**src/rtl/mips_ctrl_pkg.sv**
```systemverilog
// Shared MIPS control definitions: opcodes, main FSM state encoding and the
// alu_op classes that the ALU control decoder expands together with func.
package mips_ctrl_pkg;

    localparam logic [5:0] OP_RTYPE = 6'h00;
    localparam logic [5:0] OP_LW    = 6'h23;
    localparam logic [5:0] OP_SW    = 6'h2B;
    localparam logic [5:0] OP_BEQ   = 6'h04;
    localparam logic [5:0] OP_J     = 6'h02;
    localparam logic [5:0] OP_ADDI  = 6'h08;

    localparam logic [1:0] ALU_ADD  = 2'b00;
    localparam logic [1:0] ALU_SUB  = 2'b01;
    localparam logic [1:0] ALU_FUNC = 2'b10;

    typedef enum logic [3:0] {
        S_FETCH   = 4'd0,
        S_DECODE  = 4'd1,
        S_MEMADR  = 4'd2,
        S_MEMRD   = 4'd3,
        S_MEMWB   = 4'd4,
        S_MEMWR   = 4'd5,
        S_EXECUTE = 4'd6,
        S_ALUWB   = 4'd7,
        S_BRANCH  = 4'd8,
        S_ADDIEX  = 4'd9,
        S_ADDIWB  = 4'd10,
        S_JUMP    = 4'd11
    } state_t;

    function automatic logic is_legal_op(input logic [5:0] opcode);
        return (opcode == OP_RTYPE) || (opcode == OP_LW) || (opcode == OP_SW) ||
               (opcode == OP_BEQ)   || (opcode == OP_J)  || (opcode == OP_ADDI);
    endfunction

endpackage

```
**src/rtl/main_control_fsm.sv**
```systemverilog
// Multicycle MIPS main control FSM: decodes the opcode and sequences the datapath.
// Optional MAIN_CTRL_MEM_WAIT_EN stalls FETCH/MEMRD/MEMWR until mem_ready.
module main_control_fsm
    import mips_ctrl_pkg::*;
#(
    parameter int OP_W = 6
) (
    input  logic            clk,
    input  logic            rst_n,
    input  logic [OP_W-1:0] op,
    input  logic            mem_ready,
    output logic            pc_write,
    output logic            pc_write_cond,
    output logic            iord,
    output logic            mem_read,
    output logic            mem_write,
    output logic            ir_write,
    output logic            mem_to_reg,
    output logic            reg_dst,
    output logic            reg_write,
    output logic            alu_src_a,
    output logic [1:0]      alu_src_b,
    output logic [1:0]      pc_src,
    output logic [1:0]      alu_op,
    output logic            instr_done,
    output logic            illegal_op,
    output logic [3:0]      state
);

    state_t     cur_state;
    state_t     next_state;
    logic [5:0] opcode;
    logic       mem_ok;

    assign opcode = 6'(op);
    assign state  = cur_state;

`ifdef MAIN_CTRL_MEM_WAIT_EN
    assign mem_ok = mem_ready;
`else
    logic unused_mem_ready;
    assign unused_mem_ready = mem_ready;
    assign mem_ok = 1'b1;
`endif

    always_ff @(posedge clk or negedge rst_n) begin
        if (!rst_n) cur_state <= S_FETCH;
        else        cur_state <= next_state;
    end

    always_comb begin
        next_state = S_FETCH;
        case (cur_state)
            S_FETCH:   next_state = mem_ok ? S_DECODE : S_FETCH;
            S_DECODE: begin
                if (opcode == OP_LW || opcode == OP_SW) next_state = S_MEMADR;
                else if (opcode == OP_RTYPE)            next_state = S_EXECUTE;
                else if (opcode == OP_BEQ)              next_state = S_BRANCH;
                else if (opcode == OP_J)                next_state = S_JUMP;
                else if (opcode == OP_ADDI)             next_state = S_ADDIEX;
                else                                    next_state = S_FETCH;
            end
            S_MEMADR:  next_state = (opcode == OP_LW) ? S_MEMRD : S_MEMWR;
            S_MEMRD:   next_state = mem_ok ? S_MEMWB : S_MEMRD;
            S_MEMWR:   next_state = mem_ok ? S_FETCH : S_MEMWR;
            S_EXECUTE: next_state = S_ALUWB;
            S_ADDIEX:  next_state = S_ADDIWB;
            default:   next_state = S_FETCH;
        endcase
    end

    // Moore decode; mem_ok only gates the FETCH writes and the MEMWR done pulse
    always_comb begin
        pc_write      = 1'b0;
        pc_write_cond = 1'b0;
        iord          = 1'b0;
        mem_read      = 1'b0;
        mem_write     = 1'b0;
        ir_write      = 1'b0;
        mem_to_reg    = 1'b0;
        reg_dst       = 1'b0;
        reg_write     = 1'b0;
        alu_src_a     = 1'b0;
        alu_src_b     = 2'b00;
        pc_src        = 2'b00;
        alu_op        = ALU_ADD;
        instr_done    = 1'b0;
        illegal_op    = 1'b0;
        case (cur_state)
            S_FETCH: begin
                mem_read  = 1'b1;
                ir_write  = mem_ok;
                pc_write  = mem_ok;
                alu_src_b = 2'b01;
            end
            S_DECODE: begin
                alu_src_b  = 2'b11;
                illegal_op = !is_legal_op(opcode);
            end
            S_MEMADR, S_ADDIEX: begin
                alu_src_a = 1'b1;
                alu_src_b = 2'b10;
            end
            S_MEMRD: begin
                mem_read = 1'b1;
                iord     = 1'b1;
            end
            S_MEMWR: begin
                mem_write  = 1'b1;
                iord       = 1'b1;
                instr_done = mem_ok;
            end
            S_MEMWB: begin
                reg_write  = 1'b1;
                mem_to_reg = 1'b1;
                instr_done = 1'b1;
            end
            S_EXECUTE: begin
                alu_src_a = 1'b1;
                alu_op    = ALU_FUNC;
            end
            S_ALUWB: begin
                reg_write  = 1'b1;
                reg_dst    = 1'b1;
                instr_done = 1'b1;
            end
            S_ADDIWB: begin
                reg_write  = 1'b1;
                instr_done = 1'b1;
            end
            S_BRANCH: begin
                alu_src_a     = 1'b1;
                alu_op        = ALU_SUB;
                pc_write_cond = 1'b1;
                pc_src        = 2'b01;
                instr_done    = 1'b1;
            end
            S_JUMP: begin
                pc_write   = 1'b1;
                pc_src     = 2'b10;
                instr_done = 1'b1;
            end
            default: ;
        endcase
    end

endmodule

```
**config.mk**
```make
export PLATFORM = sky130hd
export DESIGN_NAME = main_control_fsm
export DESIGN_NICKNAME = d
export VERILOG_FILES = /design/src/rtl/mips_ctrl_pkg.sv /design/src/rtl/main_control_fsm.sv
export SDC_FILE = /design/constraint.sdc
export NUM_CORES = 1
export LEC_CHECK = 0
export BUFFER_PORTS_ARGS = -buffer_cell sky130_fd_sc_hd__buf_2
export CORE_AREA = 2 2 39 41
export DETAILED_ROUTE_END_ITERATION = 8
export DIE_AREA = 0 0 41 43
export GPL_TIMING_DRIVEN = 1
export PLACE_DENSITY = 0.74
export SETUP_SLACK_MARGIN = 0.2
export SLEW_MARGIN = 40
export SYNTH_ARGS = -nofsm -noshare
export SYNTH_HDL_FRONTEND = slang
export SYNTH_SLANG_ARGS = --single-unit
```
**constraint.sdc**
```tcl
create_clock -name clk -period 3.4 [get_ports clk]
set_input_delay 0.68 -clock clk [delete_from_list [all_inputs] [get_ports clk]]
set_output_delay 0.68 -clock clk [all_outputs]
set_load 0.03 [all_outputs]
```
**Word level (Yosys, flattened, before mapping)**

Cells that the tools add are included.

- Register bits: 4
- Input port bits: 9
- Word-level logic and storage cells: 55

- Equality and inequality tests: 16
- Mux-type cells: 22
- Reductions and logical operators: 16

Operators with widths:

| kind | count |
|---|---|
| 4-bit case mux with 6 select lines | 1 |
| 4-bit two-way mux | 5 |
| 4-bit by 3-bit equality test with 1-bit output, second input constant | 4 |
| 4-bit equality test, second input constant | 4 |
| 6-bit equality test, second input constant | 2 |
| 1-bit two-way mux | 12 |
| 4-bit by 2-bit equality test with 1-bit output, second input constant | 2 |
| 2-bit case mux with 2 select lines | 2 |
| 2-bit OR reduction | 4 |
| 6-bit by 2-bit equality test with 1-bit output, second input constant | 1 |
| 6-bit by 3-bit equality test with 1-bit output, second input constant | 1 |
| 6-bit by 4-bit equality test with 1-bit output, second input constant | 1 |
| 6-bit logical NOT | 1 |
| 1-bit logical OR | 6 |
| 2-bit case mux with 3 select lines | 1 |
| 6-bit OR reduction | 1 |
| 4-bit by 1-bit equality test with 1-bit output, second input constant | 1 |
| 4-bit logical NOT | 1 |
| 4-bit OR reduction | 1 |
| 3-bit two-way mux | 1 |
| 3-bit OR reduction | 1 |
| 1-bit logical NOT | 1 |

**Depth between registers and ports, before layout**

Gate-level depths: netlist (run 1).

- Word-level depth: 8
- Depth in mapped cells: 4
- Depth with buffers taken out: 3

**Worst setup path after synthesis (run 1)**

No wires, ideal clock.

- Path kind: reg-to-output
- From: register cur_state[3], in the netlist state[3]
- To: output port pc_src[0]
- Data arrival time: 1.931 ns
- Setup slack: 0.789 ns
- Stages on the path, launching flop included: 5
- Cell sequence: dfrtp_1 > buf_2 > nand2b_1 > nor3_1 > buf_4

- Longest elaborated chain between the ends: 2
- Elaborated cells between the ends (all ways): 3
- Those cells by class: eq/ne (2); mux (1)

Ends and longest elaborated chain:

| item | line | text |
|---|---|---|
| start: declaration | main_control_fsm.sv:30 | `state_t cur_state;` |
| start signal: assignment | main_control_fsm.sv:48 | `else cur_state <= next_state;` |
| 4-bit equality test | main_control_fsm.sv:89 | `case (cur_state)` |
| 2-bit case mux with 2 select lines (*) | main_control_fsm.sv:89 |  |
| end: declaration | main_control_fsm.sv:23 | `output logic [1:0] pc_src,` |

Mark *: on every way between the ends. The rest lies on a longest branch, timed or not.

**Final worst setup path (run 1)**

- From: register cur_state[1], in the netlist state[1]
- To: output port illegal_op

- Longest elaborated chain between the ends: 2

Ends and longest elaborated chain:

| item | line | text |
|---|---|---|
| 4-bit by 1-bit equality test with 1-bit output | main_control_fsm.sv:89 |  |
| 1-bit two-way mux | main_control_fsm.sv:89 |  |
| end: declaration | main_control_fsm.sv:26 | `output logic illegal_op,` |

Every way passes these cells.

==> impl_metrics.py, run 1 <==
metrics = {
    "outcome": {
        "outcome": "complete, no violations",
    },
    "yosys": {
        "synth.avg_cell_area_um2": 7.305,
        "synth_fp_nets": 77,
        "synth-seq-area-share_pct": 20.15,
        "synth_warnings": 0,
        "synth_cell_types": 27,
        "ys_seq_elements": 4,
        "syn_area_um2": 496.7,
        "synthCells": 68,
    },
    "global_routing": {
        "grt_overflow": 0,
        "grt_pass1_wl_um": 1842,
        "antenna_found_initial": 0,
        "grt_pass1_vias": 474,
        "grt_max_degree": 19,
        "grt.total_usage_pct": 14.62,
    },
    "route": {
        "dr.first_iter.drc_count": 7,
        "wl_per_cell_um": 10.84,
        "finalWirelength_um": 1171,
        "drc": 0,
        "drt-vias-per-instance": 5.269,
        "ant_nets": 0,
        "dr.pass1.iters": 2,
        "vias": 569,
    },
    "power": {
        "power_uw": 491.6,
        "leakagePower_uw": 0.0003084,
        "ir_drop_mv": 0.2634,
        "power_density_mw_per_mm2": 779.6,
    },
    "floorplanning": {
        "rows": 14,
        "start_util_pct": 35.90,
        "dieHeight_um": 43,
        "dieArea_mm2": 0.001763,
        "num_io_pins": 31,
        "coreArea_mm2": 0.001384,
        "die_w_um": 41,
    },
    "placed_design": {
        "dp.cells": 105,
        "gp_congestion": 0.7395,
        "port-buffer-count": 29,
        "hpwl_um": 854,
        "place_area_um2": 608.1,
    },
    "sta": {
        "hold_viol": 0,
        "relSlewSlack_pct": 62.49,
        "fmax_ghz": 0.4131,
        "slew_viol_final": 0,
        "skew_ns": 0.003823,
        "final.setup.tns_ns": 0,
        "fin_crit_ns": 2.421,
        "rsz0062_at_grt": "false",
        "max_slew.worst_pin.slew_ns": 0.5626,
        "fin_crit_sh_pct": 71.21,
        "setup_viol": 0,
    },
    "hold_path": {
        "hold_path.class": "in2async",
    },
    "clock_network": {
        "cts_tree": "built",
        "worstSkewPairLatency_ns": 0.24,
        "cts_root_buf": "clkbuf_4",
        "holdBufCountCts": 0,
        "cts-htree-levels": 1,
        "cts_made_buffers": 3,
        "clock_path_buffers": 2,
        "post-cts-setup-buffer-count": 0,
        "cts_resized": 0,
        "path_clk_slew_ns": 0.04,
        "clkSinkCount": 4,
    },
    "setup_path": {
        "cp.required_ns": 2.72,
        "cp.buffers_inverters": 1,
        "path_class": "reg2out",
        "crit_fanout": 18,
        "end_kind": "primary output",
        "cp_cell_sequence": "nand2b_4, a2111o_1, a31oi_1, buf_2",
        "crit_family": "flip-flops",
        "crit_arrival_ns": 1.74,
        "max_stage_delay_ns": 0.57,
        "startpoint_type": "flop",
        "crit_slowest_cell": "dfrtp_1",
    },
    "cells_and_area": {
        "drive_above_1_share_pct": 40.22,
        "num_antenna_cells": 0,
        "fin_cells": 108,
        "area_growth_pct": 26.95,
        "layout.nets": 103,
        "fill_cells": 143,
        "largest_register_ffs": 4,
        "design_area_um2": 630.6,
    },
    "flow_run": {
        "max-cap-violations": 0,
    },
}
## Yosys cell counts (all sizes together)
master   count  area [um2]
nor3         9       45.04
buf          8       53.80
nor2         7       26.28
a21oi        5       25.02
dfrtp        4       100.1
nand2        4       15.01
nand2b       4       40.04
o21ai        4       20.02
nand3        3       15.01
nor3b        3       22.52
inv          2       7.510
o22ai        2       12.51
xor2         2       17.52
a2111o       1       11.26
a221oi       1       15.01
a31oi        1       6.260
and3         1       11.26
nor4         1       6.260
o2111ai      1       8.760
o211ai       1       7.510
o221ai       1       8.760
or2          1       6.260
or3          1       6.260
xnor2        1       8.760
## per-layer routing
layer	wire [um]	GRT usage, %	up-vias
met5	0	0	-
met4	19	8.000	0
met3	64	0	2
met2	576	22.19	16
met1	512	20.20	255
li1	-	-	296
## through the flow
stage / hold slack [ns] / utilization [%] / setup WS (ns)
floorplan: 0.3844 / - / 0.7889
CTS: 0.2328 / 45.57 / 0.9762
global placement: 0.4841 / 43.94 / 1.032
detailed placement: 0.4841 / 43.94 / 1.028
finish: 0.2318 / 45.57 / 0.9790
global route: 0.2450 / 45.57 / 0.8875
## worst paths after layout
check / startpoint / slack, ns / endpoint / cells past startpoint
setup / recovery: state[1]$_DFF_PN0_ / 0.98 / illegal_op / 4
hold / removal: rst_n / 0.23 / state[3]$_DFF_PN0_ / 1
setup reg to reg: state[0]$_DFF_PN0_ / 2.02 / state[1]$_DFF_PN0_ / 3
hold reg to reg: state[3]$_DFF_PN0_ / 0.69 / state[0]$_DFF_PN0_ / 1
max in group asynchronous: rst_n / 3.05 / state[2]$_DFF_PN0_ / 1
min in group clk: state[3]$_DFF_PN0_ / 0.69 / state[0]$_DFF_PN0_ / 1
## cell type report
cell class,count,area (um2),area share [%]
clock buffer,3,22.52,3.571
tap,16,20.02,3.175
sequential,4,100.1,15.87
multi-input combinational,54,335.3,53.17
inverter,2,7.507,1.190
timing repair buffer,29,145.1,23.02
## layout by cell type (no fill, tap or decap), drive strengths merged, types with 2 or more instances in the layout
cell	instances
a21oi	5
buf	29
clkbuf	3
dfrtp	4
inv	2
nand2	4
nand2b	4
nand3	3
nor2	7
nor3	9
nor3b	3
o21ai	4
o22ai	2
xor2	2
## worst register-to-register path, delay by kind of cell, from the launching register on
| kind | cells | cell delay, ns |
|---|---|---|
| flops | 1 | 0.56 |
| simple gates | 2 | 0.56 |
| compound gates | 1 | 0.18 |
## power breakdown
part	total, uW	switching (uW)	internal (uW)
logic	325	215	110
registers	106	48.3	57.8
clock network	60.2	20.7	39.6
## kinds of logic (layout without fill, tap and decap cells)
group	Yosys count	in the layout	synth area share (%)
AOI/OAI and AO/OA	17	17	23.17
DFF	4	4	20.15
buffers and inverters	10	34	12.34
and+or+nand+nor	34	34	39.04
xor gates and xnor gates	3	3	5.291
Note: power is estimated with default switching activity, not from simulation.
==> run 2, diff against run 1 <==
==> constraint.sdc (replaced) <==
create_clock -name clk -period 2.55 [get_ports clk]
set_input_delay 0.51 -clock clk [delete_from_list [all_inputs] [get_ports clk]]
set_output_delay 0.51 -clock clk [all_outputs]
set_load 0.03 [all_outputs]
==> run 2 against run 1 <==
Effect of this change: hold slack got worse by 0.16 ns; sequential cell count unchanged; critical path depth unchanged; sequential power up 36%; non-clock buffer count stayed put; utilization grew 0.45 points; count of clock-buffer cells in the layout stayed put; sequential share of layout area about the same; cell area is 0.99% higher; critical path type unchanged.
==> impl_metrics.py, run 2 (same netlist as run 1, synthesis figures left out) <==
metrics = {
    "route": {
        "dr.first_iter.drc_count": 7,
        "wl_met3_um": 55,
        "ant_nets": 0,
        "wl_met2_um": 592,
        "dr.pass1.iters": 3,
        "wl_met1_um": 553,
        "drc": 0,
        "drt-vias-per-instance": 5.185,
        "vias": 560,
        "wl_per_cell_um": 11.13,
        "finalWirelength_um": 1202,
        "top_layer": "met3",
    },
    "sta": {
        "fin_crit_ns": 2.214,
        "holdWs_ns": 0.07407,
        "rsz0062_at_grt": "false",
        "fmax_ghz": 0.4516,
        "max_slew.worst_pin.slew_ns": 0.5358,
        "skew_ns": 0.001299,
        "setup_viol": 0,
        "hold_viol": 0,
        "fin_crit_sh_pct": 86.84,
        "relSlewSlack_pct": 64.28,
        "slew_viol_final": 0,
        "final.setup.tns_ns": 0,
    },
    "clock_network": {
        "post-cts-setup-buffer-count": 0,
        "worstSkewPairLatency_ns": 0.23,
        "cts_root_buf": "clkbuf_4",
        "cts_tree": "built",
        "cts-htree-levels": 1,
        "clkSinkCount": 4,
        "cts_made_buffers": 3,
        "holdBufCountCts": 0,
        "clock_path_buffers": 2,
        "path_clk_slew_ns": 0.04,
    },
    "setup_path": {
        "crit_path_start": "state[0]$_DFF_PN0_",
        "cp.required_ns": 2.04,
        "crit_slowest_cell": "dfrtp_1",
        "end_kind": "primary output",
        "max_stage_delay_ns": 0.56,
        "crit_arrival_ns": 1.70,
        "path_class": "reg2out",
        "r2r-start": "state[0]$_DFF_PN0_",
        "cp_cell_sequence": "nand2b_4, or2_2, a21oi_1, buf_2",
        "startpoint_type": "flop",
        "crit_fanout": 16,
        "r2r_slack_ns": 1.10,
    },
    "power": {
        "power_density_mw_per_mm2": 1028,
        "ir_drop_mv": 0.3625,
        "leakagePower_uw": 0.0003091,
    },
    "flow_run": {
        "max-cap-violations": 0,
    },
    "global_routing": {
        "grt_pass1_wl_um": 2111,
        "grt_overflow": 0,
        "antenna_found_initial": 0,
        "grt.total_usage_pct": 16.83,
        "grt_max_degree": 19,
        "grt_pass1_vias": 465,
    },
    "placed_design": {
        "gp_congestion": 0.7183,
        "hpwl_um": 862.2,
        "port-buffer-count": 29,
    },
    "cells_and_area": {
        "drive_above_1_share_pct": 42.39,
        "final_cell_mix": "buf_2 (29), nor3_1 (8), nor2_1 (7)",
        "num_antenna_cells": 0,
        "largest_register_ffs": 4,
        "layout.nets": 103,
        "mostFrequentLayoutCell": "buf_2",
        "area_growth_pct": 28.21,
    },
    "floorplanning": {
        "die_w_um": 41,
        "start_util_pct": 35.90,
        "coreArea_mm2": 0.001384,
        "dieHeight_um": 43,
        "dieArea_mm2": 0.001763,
        "num_io_pins": 31,
        "rows": 14,
    },
    "hold_path": {
        "hold_path.class": "in2async",
    },
    "outcome": {
        "outcome": "complete, no violations",
    },
}
==> run 2: cell types whose count changed in the layout (fill, tap and decap cells not counted) <==
cell,before,now
dfrtp_1,4,3
nor3_2,0,1
dfrtp_2,0,1
nor3_1,9,8
==> run 2: repair_timing <==
item / 4_1_cts / 5_1_grt
resized for setup: 0 / 1
endpoints found under the setup margin: 0 / 2
hold endpoints to repair: 0 / 0
==> run 2: worst paths after layout <==
check / endpoint / depth (start not counted)
max in group asynchronous: state[1]$_DFF_PN0_ / 1
worst max-delay path: alu_src_b[1] / 4
min in group clk: state[0]$_DFF_PN0_ / 4
worst min-delay path: state[2]$_DFF_PN0_ / 1
worst min register to register: state[0]$_DFF_PN0_ / 1
worst max register to register: state[1]$_DFF_PN0_ / 3
==> run 2: per-stage QoR <==
| stage | setup slack, ns | area (um2) | cells | utilization (%) | total power [uW] |
|---|---|---|---|---|---|
| 2_1_floorplan | 0.2882 | 501.7 | 68 | - | 481.0 |
| 3_3_place_gp | 0.5228 | 613.1 | 105 | 44.30 | 575.9 |
| 3_5_place_dp | 0.5151 | 613.1 | 105 | 44.30 | 580.4 |
| 4_1_cts | 0.2989 | 635.6 | 108 | 45.93 | 659.7 |
| 5_1_grt | 0.2162 | 636.9 | 108 | 46.02 | 697.4 |
| 6_report | 0.3357 | 636.9 | 108 | 46.02 | 654.8 |
==> run 2: critical path: cells and delay by family, from the launching register on <==
kind	cells	cell delay, ns
flops	1	0.56
buf+inv	1	0.22
compound gates	1	0.14
simple gates	2	0.55
==> run 2: report_power, final <==
part	switching (uW)	internal [uW]
clock network	23.2	52.5
registers	66.7	77.5
logic	287	147
total	377	277
==> run 2: final cells by class <==
class,instances,area (um2)
multi-input combinational,54,340.3
tap,16,20.02
clock buffer,3,22.52
inverter,2,7.507
sequential,4,101.3
fill,148,747.0
timing repair buffer,29,145.1
==> run 2: layer usage <==
layer / track usage (%) / vias up
met5: 0 / -
met4: 8.000 / 0
met3: 3.141 / 0
met2: 23.75 / 13
met1: 23.78 / 252
li1: - / 295
